$ cat config.mk
export PLATFORM = sky130hd
export DESIGN_NAME = multi_vault_safe_ctrl
export DESIGN_NICKNAME = d
export VERILOG_FILES = /design/src/rtl/multi_vault_safe_ctrl.sv
export SDC_FILE = /design/constraint.sdc
export NUM_CORES = 1
export LEC_CHECK = 0
export CORE_AREA = 2 2 140 169
export CTS_CLUSTER_DIAMETER = 200
export DETAILED_ROUTE_END_ITERATION = 6
export DIE_AREA = 0 0 142 171
export GPL_TIMING_DRIVEN = 0
export PLACE_DENSITY = 0.55
export SYNTH_ARGS = -nofsm -noshare
export SYNTH_HDL_FRONTEND = slang
export SYNTH_SLANG_ARGS = --single-unit
export TNS_END_PERCENT = 100
$ cat constraint.sdc
create_clock -name Clk -period 2.3 [get_ports Clk]
set_input_delay 0.345 -clock Clk [delete_from_list [all_inputs] [get_ports Clk]]
set_output_delay 0.345 -clock Clk [all_outputs]
set_load 0.02 [all_outputs]
$ cat src/rtl/multi_vault_safe_ctrl.sv
// Multi-vault safe controller: shared authorisation, per-vault PINs,
// attempt lockout, auto-close timers and timed PIN change.
module multi_vault_safe_ctrl #(
   parameter int NUM_VAULTS = 4,
   parameter int PIN_WIDTH = 4,
   parameter int NUM_OFFICERS = 2,
   parameter int QUORUM = 2,
   parameter logic [PIN_WIDTH-1:0] DEFAULT_PIN = '0,
   parameter int MAX_ATTEMPTS = 3,
   parameter int LOCKOUT_CYCLES = 1000,
   parameter int OPEN_TIMEOUT = 5000,
   parameter int PINCHG_TIMEOUT = 2000,
   parameter int INVALID_HOLD = 500,
   localparam int VSEL_W = (NUM_VAULTS > 1) ? $clog2(NUM_VAULTS) : 1
) (
   input  logic                    Clk,
   input  logic                    Reset,
   input  logic                    BankTiming,
   input  logic                    GaurdAvailability,
   input  logic                    PresidentAuthenticated,
   input  logic [NUM_OFFICERS-1:0] OfficerAuthenticated,
   input  logic [VSEL_W-1:0]       VaultSelect,
   input  logic [PIN_WIDTH-1:0]    UserPINRead,
   input  logic                    OpenClosePush,
   input  logic                    PINChangePush,
   output logic [NUM_VAULTS-1:0]   SafeStatus,
   output logic                    VaultStatus,
   output logic                    InvalidLED,
   output logic                    LockoutLED,
   output logic [1:0]              CurrentState,
   output logic [PIN_WIDTH-1:0]    PINStored
);

   localparam int OC_W = $clog2(NUM_OFFICERS + 1);
   localparam int AT_W = (MAX_ATTEMPTS > 0) ? $clog2(MAX_ATTEMPTS + 1) : 1;
   localparam int LK_W = (LOCKOUT_CYCLES > 0) ? $clog2(LOCKOUT_CYCLES + 1) : 1;
   localparam int OT_W = (OPEN_TIMEOUT > 0) ? $clog2(OPEN_TIMEOUT + 1) : 1;
   localparam int PC_W = (PINCHG_TIMEOUT > 0) ? $clog2(PINCHG_TIMEOUT + 1) : 1;
   localparam int IH_W = (INVALID_HOLD > 0) ? $clog2(INVALID_HOLD + 1) : 1;

   localparam logic [OC_W-1:0] QUORUM_C = OC_W'(QUORUM);
   localparam logic [AT_W-1:0] AT_MAX = AT_W'(MAX_ATTEMPTS);
   localparam logic [AT_W-1:0] AT_ONE = AT_W'(1);
   localparam logic [LK_W-1:0] LK_LOAD = LK_W'(LOCKOUT_CYCLES);
   localparam logic [LK_W-1:0] LK_ONE = LK_W'(1);
   localparam logic [OT_W-1:0] OT_LOAD = OT_W'(OPEN_TIMEOUT);
   localparam logic [OT_W-1:0] OT_ONE = OT_W'(1);
   localparam logic [PC_W-1:0] PC_LOAD = PC_W'(PINCHG_TIMEOUT);
   localparam logic [PC_W-1:0] PC_ONE = PC_W'(1);
   localparam logic [IH_W-1:0] IH_LOAD = IH_W'(INVALID_HOLD);
   localparam logic [IH_W-1:0] IH_ONE = IH_W'(1);

   typedef enum logic [1:0] {
      ST_IDLE   = 2'd0,
      ST_PINCHG = 2'd1,
      ST_LOCK   = 2'd2
   } state_t;

   state_t                state_q, state_d;
   logic                  vs_q, vs_d;
   logic                  oc_q, pc_q;
   logic [NUM_VAULTS-1:0] safe_q, safe_d;
   logic [PIN_WIDTH-1:0]  pin_q [NUM_VAULTS];
   logic [PIN_WIDTH-1:0]  pin_d [NUM_VAULTS];
   logic [AT_W-1:0]       att_q [NUM_VAULTS];
   logic [AT_W-1:0]       att_d [NUM_VAULTS];
   logic [OT_W-1:0]       otmr_q [NUM_VAULTS];
   logic [OT_W-1:0]       otmr_d [NUM_VAULTS];
   logic [LK_W-1:0]       lk_q, lk_d;
   logic [PC_W-1:0]       pct_q, pct_d;
   logic [IH_W-1:0]       inv_q, inv_d;
   logic [VSEL_W-1:0]     lat_q, lat_d;
   logic [VSEL_W-1:0]     lkv_q, lkv_d;
   logic [OC_W-1:0]       ocnt;
   logic                  oc_evt, pc_evt;
   logic                  sel_ok;
   logic                  rej;

   assign oc_evt = OpenClosePush & ~oc_q;
   assign pc_evt = PINChangePush & ~pc_q;
   assign sel_ok = (int'(VaultSelect) < NUM_VAULTS);

   // Count authenticated officers for the quorum check
   always_comb begin
      ocnt = '0;
      for (int i = 0; i < NUM_OFFICERS; i++) begin
         ocnt = ocnt + OC_W'(OfficerAuthenticated[i]);
      end
   end

   assign vs_d = BankTiming & GaurdAvailability &
                 (PresidentAuthenticated | (ocnt >= QUORUM_C));

   // Next-state: timers, push handling per FSM state, de-authorisation
   always_comb begin
      state_d = state_q;
      safe_d  = safe_q;
      pin_d   = pin_q;
      att_d   = att_q;
      otmr_d  = otmr_q;
      lk_d    = lk_q;
      pct_d   = pct_q;
      lat_d   = lat_q;
      lkv_d   = lkv_q;
      rej     = 1'b0;

      if (OPEN_TIMEOUT > 0) begin
         for (int v = 0; v < NUM_VAULTS; v++) begin
            if (safe_q[v]) begin
               if (otmr_q[v] <= OT_ONE) begin
                  otmr_d[v] = '0;
                  safe_d[v] = 1'b0;
               end else begin
                  otmr_d[v] = otmr_q[v] - OT_ONE;
               end
            end
         end
      end

      if (!vs_q) begin
         safe_d = '0;
      end

      unique case (state_q)
         ST_IDLE: begin
            if (vs_q && (oc_evt || pc_evt)) begin
               if (!sel_ok) begin
                  rej = 1'b1;
               end else if (oc_evt) begin
                  if (safe_q[VaultSelect]) begin
                     safe_d[VaultSelect] = 1'b0;
                  end else if (UserPINRead == pin_q[VaultSelect]) begin
                     safe_d[VaultSelect] = 1'b1;
                     att_d[VaultSelect]  = '0;
                     otmr_d[VaultSelect] = OT_LOAD;
                  end else begin
                     rej = 1'b1;
                     if (att_q[VaultSelect] != AT_MAX) begin
                        att_d[VaultSelect] = att_q[VaultSelect] + AT_ONE;
                     end
                     if (att_d[VaultSelect] >= AT_MAX) begin
                        state_d = ST_LOCK;
                        lk_d    = LK_LOAD;
                        lkv_d   = VaultSelect;
                     end
                  end
               end else if (safe_q[VaultSelect]) begin
                  state_d = ST_PINCHG;
                  lat_d   = VaultSelect;
                  pct_d   = PC_LOAD;
               end else begin
                  rej = 1'b1;
               end
            end
         end
         ST_PINCHG: begin
            if (!vs_q) begin
               state_d = ST_IDLE;
               pct_d   = '0;
            end else if (oc_evt) begin
               pin_d[lat_q] = UserPINRead;
               state_d      = ST_IDLE;
               pct_d        = '0;
            end else if (pc_evt) begin
               state_d = ST_IDLE;
               pct_d   = '0;
            end else if (pct_q <= PC_ONE || !safe_d[lat_q]) begin
               rej     = 1'b1;
               state_d = ST_IDLE;
               pct_d   = '0;
            end else begin
               pct_d = pct_q - PC_ONE;
            end
         end
         ST_LOCK: begin
            if (lk_q <= LK_ONE) begin
               lk_d         = '0;
               state_d      = ST_IDLE;
               att_d[lkv_q] = '0;
            end else begin
               lk_d = lk_q - LK_ONE;
            end
         end
         default: begin
            state_d = ST_IDLE;
         end
      endcase
   end

   // Rejection hold counter: reload on reject, otherwise count down to 0
   always_comb begin
      inv_d = inv_q;
      if (rej) begin
         inv_d = IH_LOAD;
      end else if (inv_q != '0) begin
         inv_d = inv_q - IH_ONE;
      end
   end

   // State and datapath registers
   always_ff @(posedge Clk or negedge Reset) begin
      if (!Reset) begin
         state_q <= ST_IDLE;
         vs_q    <= 1'b0;
         oc_q    <= 1'b0;
         pc_q    <= 1'b0;
         safe_q  <= '0;
         lk_q    <= '0;
         pct_q   <= '0;
         inv_q   <= '0;
         lat_q   <= '0;
         lkv_q   <= '0;
         for (int v = 0; v < NUM_VAULTS; v++) begin
            pin_q[v]  <= DEFAULT_PIN;
            att_q[v]  <= '0;
            otmr_q[v] <= '0;
         end
      end else begin
         state_q <= state_d;
         vs_q    <= vs_d;
         oc_q    <= OpenClosePush;
         pc_q    <= PINChangePush;
         safe_q  <= safe_d;
         lk_q    <= lk_d;
         pct_q   <= pct_d;
         inv_q   <= inv_d;
         lat_q   <= lat_d;
         lkv_q   <= lkv_d;
         pin_q   <= pin_d;
         att_q   <= att_d;
         otmr_q  <= otmr_d;
      end
   end

   // Debug view of the selected vault's PIN
   always_comb begin
      PINStored = '0;
      if (sel_ok) begin
         PINStored = pin_q[VaultSelect];
      end
   end

   assign SafeStatus   = safe_q;
   assign VaultStatus  = vs_q;
   assign InvalidLED   = (inv_q != '0);
   assign LockoutLED   = (state_q == ST_LOCK);
   assign CurrentState = state_q;

endmodule

==> reports/summary.md <==
• complete, but fails checks — outcome
• negative setup slack — violations in the final reports
• mux4_2 -> xnor2_2 -> nand4_4 -> buf_4 -> or4_1 -> a21oi_2 — critical-path cell list
• 0.615 ns — transition at the pin with the smallest max-transition slack
• 5,712 — overall via count from detail_route
• sky130_fd_sc_hd__clkbuf_16 — root cell of the clock tree
• 11,800 um — half-perimeter wire length after placement
• 0 — DRC violation count after routing
• -0.00507 ns — final setup margin
• 171 um — die height
• 14.7% — GRT Resource Usage Total
• 119 — #FFs+latches synth
• simple AND/OR/NAND/NOR gates — Top Family by Delay on Critical Path
• 9.38 um2 — post-synthesis average cell area
• 27 — I/O Buffers
• 2980 um2 — Storage cell area
• 742 — Post-Syn Nets
• 142 um — Die W
• 0.0109 ns — setup skew after layout
• 44.5% — fraction of post-synthesis cell area in the top cell type by area
• 5,752 — vias in the first global route
• reg2reg — kind of critical path
• 24,300 um2 — DIE AREA
• yes — setup repair after global routing missed its margin
• 17 — number of CTS-inserted buffers
• 0.377 ns — Min Hold Slack
• 2 — clock tree buffer depth
• 0 — max-cap violations
• 713 — Syn Inst Count
• 0.000505 V — Worst VDD drop
• 4 — CTS H-Tree Depth
• 58.9% — worst relative slew slack
• 0 — overall overflow remaining after global route
• 0 — antenna diode count
• 6 — maximum net fanout on the critical path
• 44.5% — share of synthesized area occupied by flip-flops and latches
• 816 — final layout net count
• 2.64 ns — endpoint required time on the critical path
• 4 — number of iterations in the first detailed-routing pass
• 28,600 um — global-route wire length before repair
• 2.65 ns — arrival time at the worst endpoint
• 37.5% — final core occ
• register — endpoint kind of the worst setup timing path
• 29.3% — starting density of the core
• 100% — async set-reset flop share out of synthesis
• 0 — antenna violations before repair
• 28.1% — Area Overhead vs Synth
• 5.28 — vias per cell
• sky130_fd_sc_hd__dfrtp_1, sky130_fd_sc_hd__nor2_1, sky130_fd_sc_hd__o21ai_0, sky130_fd_sc_hd__mux2_2, sky130_fd_sc_hd__nor3_1 — Area contributors post-synth
• 6690 um2 — mapped cell area
• 1 — final setup violation count
• sky130_fd_sc_hd__dfrtp_1 — most area-hungry cell type in the Yosys netlist
• 21.1% — share of cells above drive strength 1
• 0 — Synth Warn #
• 15.8 um — average wire per standard cell
• 311 — initial DRC count
• 434 MHz — maximum clock rate
• 0.42 ns — worst-skew pair later-pin latency
• 61 — count of standard-cell rows
• 3.31 nW — reported leakage power
• in2async — Tightest Hold Check Type
• 0 — remaining antenna violation count after routing
• 17,100 um — wire length after detailed routing
• sky130_fd_sc_hd__dfrtp_1 — leading cell type by number of instances after synthesis
• 0.791 — RePlAce Congestion
• 89 — maximum number of pins on one net before global-route repair
• 0.05 ns — clock input transition at the sequential cells of the worst setup and hold paths
• sky130_fd_sc_hd__dfrtp_1, sky130_fd_sc_hd__nor2_1, sky130_fd_sc_hd__o21ai_0, sky130_fd_sc_hd__nand2_1, sky130_fd_sc_hd__nor3_1 — top cells by count, synth
• sky130_fd_sc_hd__dfrtp_1 — Top FF cell, synth
• 2.31 ns — minimum clock period
• 22,800 um2 — Std-Cell Core Area
• 0 — EDFF count, synth
• 580 nW/um2 — P per Cell Area
• 2,226 — number of fill cells in the layout
• 0 — Final Max Slew Viols
• 70 — count of different cell masters after synthesis
• 0.55 ns — Critical Path Max Stage Delay
• yes — CTS tree
• 100% — period utilization
• 3830 um2 — footprint of the multi-input gates
• 0 — Final Hold Violating Endpoints
• 1,024 — Cells after DPL
• register — category of the worst setup path launch point
• 119 — Clock Sink Count
• 1,081 — non-filler instance count after layout
• 28 — I/O pin cnt
• 1 — number of buffers and inverters on the critical path
• -1.19 ns — pre-CTS WS
• sky130_fd_sc_hd__mux4_2 — worst-path cell with the longest stage delay
## path summary, 6_finish.rpt
check                              start       endpoint  cells past startpoint  slack (ns)
min in group Clk           PINChangePush           pc_q                      1        0.41
hold / removal                     Reset     otmr_q[46]                      2        0.38
setup reg to reg                pin_q[1]  SafeStatus[1]                      6      -0.005
max in group asynchronous          Reset  SafeStatus[1]                      3        1.18
hold reg to reg                 att_q[1]       att_q[1]                      1        0.48
setup / recovery                pin_q[1]  SafeStatus[1]                      6      -0.005
## power by group
group          total [mW]  internal [mW]  switching, mW
Sequential           2.10           2.10        0.00160
Clock                2.72           1.77          0.950
Combinational       0.149         0.0552         0.0940
Total                4.97           3.92           1.05
## sequential cells by signal, summed over array words and instances (netlist names), 2 cells and up
register / flops
otmr_q: 52
pin_q: 16
pct_q: 11
lk_q: 10
inv_q: 9
att_q: 8
SafeStatus: 4
CurrentState: 2
lat_q: 2
lkv_q: 2
## kinds of logic (layout without fill, tap and decap cells)
logic type / after synthesis / after routing / share of synthesized area (%)
multiplexers: 32 / 32 / 6.60
buffers and inverters: 54 / 139 / 3.39
AO/OA/AOI/OAI: 176 / 176 / 17.5
adder cells (fa/ha/maj): 14 / 14 / 2.62
flip-flops: 119 / 119 / 44.5
AND/OR/NAND/NOR: 304 / 304 / 23.6
XOR/XNOR: 14 / 14 / 1.83
## per-stage QoR
| stage | TNS [ns] | power [mW] | cell area, um2 |
|---|---|---|---|
| after floorplan | -0.0143 | 2.18 | 6730 |
| after global placement | -587.80 | 2.27 | 7360 |
| after detailed placement | -99.79 | 2.28 | 7390 |
| after CTS | -0.00462 | 5.02 | 8330 |
| after global routing | -0.254 | 5.15 | 8570 |
| final | -0.00507 | 4.97 | 8570 |
## cell usage in the layout (no fill, tap or decap), types with 5 or more instances in the layout
| master | n |
|---|---|
| sky130_fd_sc_hd__nand4_1 | 9 |
| sky130_fd_sc_hd__clkbuf_16 | 17 |
| sky130_fd_sc_hd__nor2_4 | 5 |
| sky130_fd_sc_hd__nor3b_1 | 5 |
| sky130_fd_sc_hd__buf_4 | 29 |
| sky130_fd_sc_hd__and2_1 | 5 |
| sky130_fd_sc_hd__clkdlybuf4s50_1 | 20 |
| sky130_fd_sc_hd__mux2_2 | 21 |
| sky130_fd_sc_hd__buf_6 | 10 |
| sky130_fd_sc_hd__nand2b_1 | 16 |
| sky130_fd_sc_hd__o21ai_0 | 47 |
| sky130_fd_sc_hd__dfrtp_1 | 115 |
| sky130_fd_sc_hd__nor3_1 | 41 |
| sky130_fd_sc_hd__o2bb2ai_1 | 7 |
| sky130_fd_sc_hd__xor2_1 | 8 |
| sky130_fd_sc_hd__a21oi_1 | 38 |
| sky130_fd_sc_hd__nor2b_1 | 5 |
| sky130_fd_sc_hd__o31ai_1 | 10 |
| sky130_fd_sc_hd__nand2_1 | 46 |
| sky130_fd_sc_hd__clkbuf_1 | 10 |
| sky130_fd_sc_hd__inv_1 | 26 |
| sky130_fd_sc_hd__a22oi_1 | 8 |
| sky130_fd_sc_hd__nor2_1 | 80 |
| sky130_fd_sc_hd__nor4_1 | 9 |
| sky130_fd_sc_hd__o22ai_1 | 5 |
| sky130_fd_sc_hd__o211ai_1 | 8 |
| sky130_fd_sc_hd__nand4b_1 | 6 |
| sky130_fd_sc_hd__ha_1 | 12 |
| sky130_fd_sc_hd__nand3_1 | 19 |
| sky130_fd_sc_hd__mux4_2 | 7 |
| sky130_fd_sc_hd__or3_1 | 14 |
## layer usage
metal / up-vias / share of wire (%) / track usage (%)
li1: 2790 / - / -
met1: 2818 / 44 / 17.9
met2: 76 / 51 / 25.7
met3: 28 / 2.4 / 2.55
met4: 0 / 2.1 / 6.26
met5: - / 0 / 0
## layout make-up
| cell class | instances | area share, % |
|---|---|---|
| tap | 283 | 4.13 |
| multi-input combinational | 540 | 44.7 |
| buffer | 20 | 1.56 |
| sequential | 119 | 34.8 |
| clock inverter | 9 | 1.46 |
| timing repair buffer | 62 | 6.66 |
| inverter | 27 | 1.18 |
| clock buffer | 21 | 5.49 |
## what timing repair did
action                                  4_1_cts  5_1_grt
cloned                                        1        0
hold buffers                                  1        0
hold endpoints to repair                     31        0
endpoints found under the setup margin      108       92
resized for setup                            48       53
buffers inserted                             24        9
pin swaps                                    10       20
## worst register-to-register path: cells and delay by family, from the launching register on
kind	cells	cell delay, ns
flops	1	0.38
buf+inv	1	0.21
mux	1	0.55
xor+xnor	1	0.25
compound gates	1	0.15
simple gates	2	0.69
Power figures use the tool's default switching activity.
